$ cat config.mk
export PLATFORM = sky130hd
export DESIGN_NAME = uart_rx_fifo
export DESIGN_NICKNAME = d
export VERILOG_FILES = /design/src/rtl/uart_pkg.sv /design/src/rtl/fifo_mem.sv /design/src/rtl/uart_rx_fifo.sv
export SDC_FILE = /design/constraint.sdc
export NUM_CORES = 1
export LEC_CHECK = 0
export BUFFER_PORTS_ARGS = -buffer_cell sky130_fd_sc_hd__buf_4
export CORE_MARGIN = 2
export CORE_UTILIZATION = 28
export DETAILED_ROUTE_END_ITERATION = 16
export PLACE_DENSITY = 0.5
export SLEW_MARGIN = 10
export SYNTH_ARGS = -nofsm -noshare
export SYNTH_HDL_FRONTEND = slang
export SYNTH_HIERARCHICAL = 1
export SYNTH_SLANG_ARGS = --single-unit
$ cat constraint.sdc
create_clock -name clk -period 3.6 [get_ports clk]
set_clock_uncertainty 0.15 [all_clocks]
set_input_delay 0.54 -clock clk [delete_from_list [all_inputs] [get_ports clk]]
set_output_delay 0.54 -clock clk [all_outputs]
set_load 0.05 [all_outputs]
$ cat src/rtl/uart_pkg.sv
// Shared UART constants and types.
// Holds the default character width, the oversampling ratio of the baud
// generator and the derived default idle-timeout length. It also holds the
// character typedef used on the receive path.
package uart_pkg;

    localparam int UART_DBIT     = 8;   // data bits per character
    localparam int UART_OSR      = 16;  // s_tick pulses per bit time
    localparam int UART_FRAME    = UART_DBIT + 2;  // start + data + stop bits
    localparam int UART_TO_CHARS = 4;   // idle characters before timeout

    // Idle time of four whole frames, measured in oversampling ticks.
    localparam int UART_TO_TICKS = UART_TO_CHARS * UART_FRAME * UART_OSR;

    typedef logic [UART_DBIT-1:0] char_t;

endpackage

$ cat src/rtl/fifo_mem.sv
// Dual-port register array for the receive FIFO.
// Write is synchronous. Read is asynchronous, so the head entry is visible
// in the same cycle the read pointer moves (first-word-fall-through).
// Ports: clk, we/waddr/wdata (write side), raddr/rdata (read side).
module fifo_mem #(
    parameter int ADDR_W = 4,
    parameter int DBIT   = 8
) (
    input  logic              clk,
    input  logic              we,
    input  logic [ADDR_W-1:0] waddr,
    input  logic [DBIT-1:0]   wdata,
    input  logic [ADDR_W-1:0] raddr,
    output logic [DBIT-1:0]   rdata
);

    logic [DBIT-1:0] mem_r [2**ADDR_W];

    // Storage array: written on accepted pushes only, never reset.
    always_ff @(posedge clk) begin
        if (we) begin
            mem_r[waddr] <= wdata;
        end
    end

    assign rdata = mem_r[raddr];

endmodule

$ cat src/rtl/uart_rx_fifo.sv
// Receive-side FIFO behind the UART receiver.
// It captures each byte on rx_done_tick and presents it through a
// first-word-fall-through port. It flags dropped characters (sticky
// overrun). It raises timeout when data sits unread with no push or pop
// for TO_TICKS oversampling ticks.
// Ports:
//   clk, rst_n            clock, async active-low reset
//   s_tick                oversampling tick (timeout time base)
//   rx_done_tick, din     received character strobe and data
//   rd                    pop request
//   clr_ovf               clear sticky overrun
//   dout                  head of FIFO, valid while empty=0
//   empty, full, almost_full, level   occupancy status
//   overrun, timeout      error / idle indications
module uart_rx_fifo
    import uart_pkg::*;
#(
    parameter int DBIT     = UART_DBIT,
    parameter int ADDR_W   = 4,
    parameter int AF_LEVEL = 12,
    parameter int TO_TICKS = UART_TO_TICKS
) (
    input  logic            clk,
    input  logic            rst_n,
    input  logic            s_tick,
    input  logic            rx_done_tick,
    input  logic [DBIT-1:0] din,
    input  logic            rd,
    input  logic            clr_ovf,
    output logic [DBIT-1:0] dout,
    output logic            empty,
    output logic            full,
    output logic            almost_full,
    output logic [ADDR_W:0] level,
    output logic            overrun,
    output logic            timeout
);

    localparam int DEPTH = 2**ADDR_W;
    localparam int CNT_W = (TO_TICKS > 1) ? $clog2(TO_TICKS) : 1;
    localparam logic [CNT_W-1:0] CNT_MAX = CNT_W'(TO_TICKS - 1);

    logic [ADDR_W-1:0] wr_ptr_r;
    logic [ADDR_W-1:0] rd_ptr_r;
    logic [ADDR_W:0]   level_r;
    logic [ADDR_W:0]   level_next_s;
    logic              empty_r;
    logic              full_r;
    logic              af_r;
    logic              overrun_r;
    logic              overrun_next_s;
    logic              timeout_r;
    logic              timeout_next_s;
    logic [CNT_W-1:0]  to_cnt_r;
    logic [CNT_W-1:0]  to_cnt_next_s;
    logic              wr_acc_s;
    logic              rd_acc_s;
    logic              ovf_set_s;

    // A push into a full FIFO is accepted only when a pop frees the slot in
    // the same cycle. A pop of an empty FIFO is ignored, so an empty-cycle
    // push+pop degenerates to a push.
    assign wr_acc_s  = rx_done_tick & (~full_r | rd);
    assign rd_acc_s  = rd & ~empty_r;
    assign ovf_set_s = rx_done_tick & full_r & ~rd;

    fifo_mem #(
        .ADDR_W (ADDR_W),
        .DBIT   (DBIT)
    ) u_mem (
        .clk   (clk),
        .we    (wr_acc_s),
        .waddr (wr_ptr_r),
        .wdata (din),
        .raddr (rd_ptr_r),
        .rdata (dout)
    );

    // Next occupancy: simultaneous push and pop leave the level unchanged.
    always_comb begin
        level_next_s = level_r;
        case ({wr_acc_s, rd_acc_s})
            2'b10:   level_next_s = level_r + (ADDR_W+1)'(1);
            2'b01:   level_next_s = level_r - (ADDR_W+1)'(1);
            default: level_next_s = level_r;
        endcase
    end

    // Sticky overrun: a new drop takes priority over a clear in the same cycle.
    always_comb begin
        overrun_next_s = overrun_r;
        if (ovf_set_s) begin
            overrun_next_s = 1'b1;
        end else if (clr_ovf) begin
            overrun_next_s = 1'b0;
        end else begin
            overrun_next_s = overrun_r;
        end
    end

    // Idle timer: runs only while data is held and nothing moves. It
    // saturates at its last value while timeout is asserted.
    always_comb begin
        to_cnt_next_s  = to_cnt_r;
        timeout_next_s = timeout_r;
        if (wr_acc_s || rd_acc_s || empty_r) begin
            to_cnt_next_s  = {CNT_W{1'b0}};
            timeout_next_s = 1'b0;
        end else if (s_tick) begin
            if (to_cnt_r == CNT_MAX) begin
                to_cnt_next_s  = to_cnt_r;
                timeout_next_s = 1'b1;
            end else begin
                to_cnt_next_s  = to_cnt_r + CNT_W'(1);
                timeout_next_s = timeout_r;
            end
        end else begin
            to_cnt_next_s  = to_cnt_r;
            timeout_next_s = timeout_r;
        end
    end

    // State registers. The flags are registered from the next level, so they
    // stay cycle-aligned with level.
    always_ff @(posedge clk or negedge rst_n) begin
        if (!rst_n) begin
            wr_ptr_r  <= {ADDR_W{1'b0}};
            rd_ptr_r  <= {ADDR_W{1'b0}};
            level_r   <= {(ADDR_W+1){1'b0}};
            empty_r   <= 1'b1;
            full_r    <= 1'b0;
            af_r      <= 1'b0;
            overrun_r <= 1'b0;
            timeout_r <= 1'b0;
            to_cnt_r  <= {CNT_W{1'b0}};
        end else begin
            if (wr_acc_s) begin
                wr_ptr_r <= wr_ptr_r + ADDR_W'(1);
            end
            if (rd_acc_s) begin
                rd_ptr_r <= rd_ptr_r + ADDR_W'(1);
            end
            level_r   <= level_next_s;
            empty_r   <= (level_next_s == (ADDR_W+1)'(0));
            full_r    <= (level_next_s == (ADDR_W+1)'(DEPTH));
            af_r      <= (level_next_s >= (ADDR_W+1)'(AF_LEVEL));
            overrun_r <= overrun_next_s;
            timeout_r <= timeout_next_s;
            to_cnt_r  <= to_cnt_next_s;
        end
    end

    assign level       = level_r;
    assign empty       = empty_r;
    assign full        = full_r;
    assign almost_full = af_r;
    assign overrun     = overrun_r;
    assign timeout     = timeout_r;

endmodule

==> key figures, run 1 <==
Synthesis
  – Leading area contributor after synthesis: edfxtp_1
  – Post-Synthesis Cell Area: approximately 0.0065 mm2
  – Synthesized instance count: 364
  – Ys async rst share: 17.9%
  – Number of synthesized flops with an enable pin: 128
  – Synthesis warning total: 6
  – Syn Area/Cell: 17.8 um2
  – Sequential share of the synthesized area: 70.0%
  – Most area-consuming cells after synthesis: edfxtp_1, dfrtp_1, mux4_2
  – Post-synth top area share: 59.2%
  – Post-synth net total: 385
  – Ys flop type: edfxtp_1
  – Number of synthesized register bits: about 160
  – Netlist cell types: 50

Setup path
  – R2R Path End: full
  – R2R Path Start: empty
  – CP max stage delay: 0.60 ns
  – Worst path top cell family by delay: multiplexers
  – WS Path Type: register to primary output
  – Critical-path top delay cell: mux4_1
  – Buf/Inv on CP: 2
  – Worst-path cell chain: buf_4 > mux4_1 > a22oi_1 > nand2_1 > buf_4
  – CP required: 2.91 ns
  – Crit-path max FO: 18
  – Most Frequent Cell on Critical Path: buf_4
  – Critical path capture point type: primary output
  – R2R cell count: 10
  – Crit path arrival time: 2.38 ns
  – Worst setup SP type: register
  – Reg2Reg Setup Slack: 0.79 ns

Cells and area
  – Layout cells sized above 1: between 20% and 30%
  – Area Growth Syn to Fin: 18.9%
  – Filler cells: 2182
  – Register area: 0.00455 mm2
  – Inserted Diodes: 0
  – Commonest non-fill, non-tap cell in the layout: edfxtp_1
  – Most frequent cells in the layout: edfxtp_1, buf_4, dfrtp_1
  – NumNets Final: 441
  – Final Cell Area: 0.00772 mm2
  – Area of the multi-input gates: between 0.0015 and 0.002 mm2

Clock tree
  – Root Buffer: clkbuf_16
  – CTS Buf Count: 17
  – Hold_buf cts: 1
  – Sink Count: 156
  – Reg clk slew, reported paths: roughly 0.060 ns
  – Latest clock arrival within the worst-skew pair: approximately 0.42 ns
  – Clock Tree Buf Depth: 2
  – CTS H-Tree Depth: 4
  – Setup bufs post-CTS: 0
  – CTS tree: yes
  – Cts repair resizes: 0

STA
  – Final Hold Fails: 0
  – Setup Viol. Count Final: 0
  – Slew margin rel.: 48.7%
  – Slew Viols, Final: 0
  – Highest clock rate: 326 MHz
  – RSZ-0062 raised after global routing: false
  – Hold Slack: 0.161 ns
  – Final period utilization: 85.1%
  – Worst-Margin Slew: about 0.77 ns
  – Crit path time final: around 3.1 ns
  – Setup TNS: 0 ns

Global routing
  – Largest net degree at the start of global routing: 34
  – Global-route usage over all layers: 11.6%
  – Grt total ovfl: 0
  – Initial antenna violation count: 0
  – Vias in the first global route: 3518
  – First-pass GRT wire length: 20.6 mm

Floorplan
  – Die Y: approximately 160 um
  – Die Width: 156 um
  – # IOs: 32
  – DIE AREA: 0.0244 mm2
  – Core area: 0.0227 mm2
  – Initial core utilization: between 20 and 30%
  – Row count: 55

Worst hold path
  – Startpoint of the worst hold path: clr_ovf
  – Worst min-delay path class: input port to register
  – Hold Path End: overrun
  – Hold Path Stages: 2

Drt
  – Vias: 3379
  – Post-Route WL: 13.5 mm
  – Via-per-instance ratio: between 4 and 5
  – Initial DRC Count: about 170
  – Wire length per cell: 18.7 um
  – # DRC: 0
  – Antenna-violating nets left: 0
  – 1st-pass router iterations: 4

Placement
  – Count of buffers from port buffering: 31
  – Gp weighted congestion: 0.761
  – Cell Area, Placed: ~0.007 mm2
  – Final HPWL DP: between 8 and 9 mm

Pwr
  – PD cells: 837 mW/mm2
  – Peak VDD IR: 0.480 mV
  – Leakage Power: 2.73 nW

Job
  – MaxCap Viol Count: 0

Run status
  – Outcome: completed
==> worst max-delay path by stage <==
stage,start,to,cells past startpoint
floorplan,empty,full,11
global placement,rd,full,11
detailed placement,rd,full,11
CTS,rd_ptr_r[0],dout[0],5
global route,rd_ptr_r[0],dout[3],5
finish,rd_ptr_r[0],dout[3],5
==> flip-flops by register name, indices dropped and copies added (netlist names) <==
register     flops
u_mem/mem_r    128
to_cnt_r        10
level            5
rd_ptr_r         4
wr_ptr_r         4
almost_full      1
empty            1
full             1
overrun          1
timeout          1
==> cell usage after synthesis, types with 2 or more instances <==
cell	n
ha_1	7
mux2i_1	2
nor3_2	2
xor2_1	8
buf_2	3
a22oi_1	17
nor3b_1	3
inv_1	6
buf_6	5
nand3_1	4
nor2b_1	3
nand2_1	24
a21oi_1	4
mux4_2	18
edfxtp_1	128
nor2_1	22
clkbuf_1	2
mux4_1	14
o21ai_2	2
dfrtp_1	27
nand4_1	5
clkdlybuf4s25_2	3
nor3_1	9
xnor2_1	11
nand3b_1	3
buf_4	3
and2_1	2
nand2b_1	5
==> through the flow <==
| step | std cells | util (%) | setup slack (ns) | power [W] |
|---|---|---|---|---|
| floorplan | 364 | - | 0.811 | 0.00405 |
| finish | 718 | 34.0 | 0.535 | 0.00646 |
| detailed placement | 685 | 31.3 | 0.473 | 0.00471 |
| global route | 718 | 34.0 | 0.424 | 0.00677 |
| global placement | 685 | 31.3 | 0.642 | 0.00466 |
| CTS | 718 | 34.0 | 0.504 | 0.00654 |
==> area by class of cell <==
cell class / instances / area share [%]
Clock buffer: 17 / 5.51
Clock inverter: 15 / 2.25
Inverter: 6 / 0.292
Multi-Input combinational cell: 186 / 23.3
Sequential cell: 156 / 58.9
Tap cell: 285 / 4.62
Timing Repair Buffer: 53 / 5.19
==> report_power, final <==
part,total [W],switching [W],leakage (nW),internal [W]
Sequential,0.00240,0.000188,1.51,0.00221
Clock,0.00183,0.000777,0.299,0.00105
Combinational,0.00224,0.00139,0.917,0.000847
Total,0.00646,0.00236,2.73,0.00411
==> kinds of logic after synthesis <==
logic type	count (synthesis)	synth area share (%)
compound gates	33	3.81
buf+inv	22	2.37
fa+ha+maj	7	1.35
mux	35	12.4
xor+xnor	19	2.56
flops	156	70.0
simple gates	92	7.53
==> layer usage <==
| metal | GRT usage [%] | share of wire (%) | wire (um) |
|---|---|---|---|
| met3 | 3.30 | 5.2 | 695 |
| met1 | 15.8 | 46 | 6170 |
| met5 | 0 | 0 | 0 |
| met4 | 4.24 | 1.6 | 210 |
| met2 | 17.7 | 47 | 6380 |
Power figures use the tool's default switching activity.
==> inputs of run 2 (changes only) <==
--- a/config.mk
+++ b/config.mk
@@ -6,9 +6,10 @@
 export NUM_CORES = 1
 export LEC_CHECK = 0
-export BUFFER_PORTS_ARGS = -buffer_cell sky130_fd_sc_hd__buf_4
 export CORE_MARGIN = 2
 export CORE_UTILIZATION = 28
 export DETAILED_ROUTE_END_ITERATION = 16
-export PLACE_DENSITY = 0.5
+export DONT_BUFFER_PORTS = 1
+export MAX_ROUTING_LAYER = met4
+export PLACE_DENSITY = 0.48
 export SLEW_MARGIN = 10
 export SYNTH_ARGS = -nofsm -noshare
==> constraint.sdc (replaced) <==
create_clock -name clk -period 3.6 [get_ports clk]
set_clock_uncertainty 0.15 [all_clocks]
set_input_delay 0.36 -clock clk [delete_from_list [all_inputs] [get_ports clk]]
set_output_delay 0.36 -clock clk [all_outputs]
set_load 0.05 [all_outputs]
==> key figures, run 2 (synthesized netlist as in run 1, its figures left out) <==
Global routing
  – Global-route usage over all layers: between 10% and 20%
  – First-pass GRT wire length: approximately 20 mm
  – Met2 GRT Util: 17.9%
  – Largest net degree at the start of global routing: 33
  – Met1 Use GR: between 10% and 20%
  – Initial antenna violation count: 1
  – Grt total ovfl: 0
  – Vias in the first global route: roughly 3400
  – M3 GR Usage: 3.60%
  – Gr busiest metal: met2

Clock tree
  – CTS tree: yes
  – Latest clock arrival within the worst-skew pair: between 0.4 and 0.5 ns
  – Root Buffer: clkbuf_16
  – Clock Tree Buf Depth: 2
  – CTS Buf Count: 17
  – Cts repair resizes: 0
  – Sink Count: 156
  – Reg clk slew, reported paths: 0.06 ns
  – CTS H-Tree Depth: 4

Floorplan
  – # IOs: 32
  – Die Y: 156 um
  – Core area: 0.0227 mm2
  – DIE AREA: 0.0244 mm2
  – Row count: 55
  – Die Width: between 150 and 200 um
  – Initial core utilization: 28.6%

Drt
  – Vias: 3253
  – # DRC: 0
  – Via-per-instance ratio: 4.74
  – Antenna-violating nets left: 0
  – Post-Route WL: ~13 mm
  – 1st-pass router iterations: 4
  – Wire length per cell: roughly 19 um
  – Initial DRC Count: 225

Setup path
  – Worst path top cell family by delay: multiplexers
  – Critical-path top delay cell: mux4_1
  – CP required: around 3 ns
  – Buf/Inv on CP: 1
  – Worst setup SP type: register
  – Crit-path max FO: 9
  – WS Path Type: register to primary output
  – Critical path capture point type: primary output
  – Worst-path cell chain: buf_4 > mux4_1 > a22oi_1 > nand2_1
  – CP max stage delay: approximately 0.60 ns
  – Crit path arrival time: 2.57 ns

STA
  – Setup Viol. Count Final: 0
  – Slew margin rel.: 37.1%
  – RSZ-0062 raised after global routing: false
  – Final period utilization: a little under nine tenths
  – Crit path time final: between 3 and 4 ns
  – Final Hold Fails: 0
  – Setup TNS: 0 ns
  – Hold Slack: a little under 0.07 ns
  – Slew Viols, Final: 0
  – Highest clock rate: 324 MHz
  – Worst-Margin Slew: around 0.94 ns

Cells and area
  – Most frequent cells in the layout: edfxtp_1, dfrtp_1, nand2_1
  – Largest Register: u_mem/mem_r
  – Max reg flops: 128
  – Area Growth Syn to Fin: 15.3%
  – Layout cells sized above 1: 16.5%
  – Filler cells: 2234
  – Commonest non-fill, non-tap cell in the layout: edfxtp_1
  – NumNets Final: 411

Worst hold path
  – Worst min-delay path class: input port to register

Placement
  – Count of buffers from port buffering: 0
  – Gp weighted congestion: 0.763
  – Final HPWL DP: 8.47 mm

Run status
  – Outcome: completed

Pwr
  – Leakage Power: roughly 2.5 nW
  – PD cells: about 800 mW/mm2
  – Peak VDD IR: 0.380 mV

Job
  – MaxCap Viol Count: 0
==> run 2: cell count changes in the layout (fill, tap and decap cells not counted), sizes merged, moves of 2 or more <==
cell,before,now
buf,52,12
clkbuf,17,21
clkinvlp,0,2
dlygate4sd3,1,11
inv,15,7
==> run 2: area by class of cell <==
type / count / area (um2) / area share (%)
Antenna cell: 1 / 2.50 / 0.0334
Clock buffer: 21 / 440 / 5.88
Clock inverter: 8 / 96.3 / 1.29
Inverter: 6 / 22.5 / 0.301
Multi-Input combinational cell: 186 / 1800 / 24.0
Sequential cell: 156 / 4550 / 60.7
Tap cell: 285 / 357 / 4.76
Timing Repair Buffer: 23 / 225 / 3.01
==> run 2: worst min-delay path: cells and delay by family <==
family	cells	cell delay, ns
AND/OR/NAND/NOR	2	0.16
XOR/XNOR	1	0.07
==> run 2: power breakdown <==
part / total (W) / switching [W] / internal (W)
Sequential: 0.00256 / 0.000346 / 0.00221
Clock: 0.00166 / 0.000659 / 0.00100
Combinational: 0.00186 / 0.00119 / 0.000670
Total: 0.00608 / 0.00219 / 0.00389
==> run 2: per-stage QoR <==
stage / utilization (%) / cell area (um2) / setup slack, ns / std cells / power (W)
after floorplan: - / 6490 / 0.811 / 364 / 0.00405
after global placement: 30.0 / 6820 / 0.618 / 644 / 0.00441
after detailed placement: 30.0 / 6820 / 0.570 / 644 / 0.00445
after CTS: 33.0 / 7480 / 0.502 / 685 / 0.00617
after global routing: 33.0 / 7490 / 0.261 / 686 / 0.00639
final: 33.0 / 7490 / 0.515 / 686 / 0.00608
==> run 2: worst paths after layout <==
kind	startpoint	to	cells after the start	slack (ns)
worst max-delay path	rd_ptr_r[0]	dout[5]	4	0.52
worst min-delay path	s_tick	to_cnt_r[8]	3	0.07
worst max register to register	empty	full	9	0.57
worst min register to register	to_cnt_r[1]	to_cnt_r[1]	2	0.40
max in group asynchronous	rst_n	empty	2	2.85
min in group asynchronous	rst_n	level[2]	2	0.22
==> run 2: what timing repair did <==
action,CTS,global route
hold endpoints to repair,157,0
hold buffers,12,0
buffers inserted,0,0
==> run 2: layer usage <==
layer	up-vias	share of wire, %	wire length, um
li1	1493	-	-
met1	1692	46	6060
met3	8	5.2	678
met5	-	0	0
met2	60	47	6200
met4	0	1.1	150
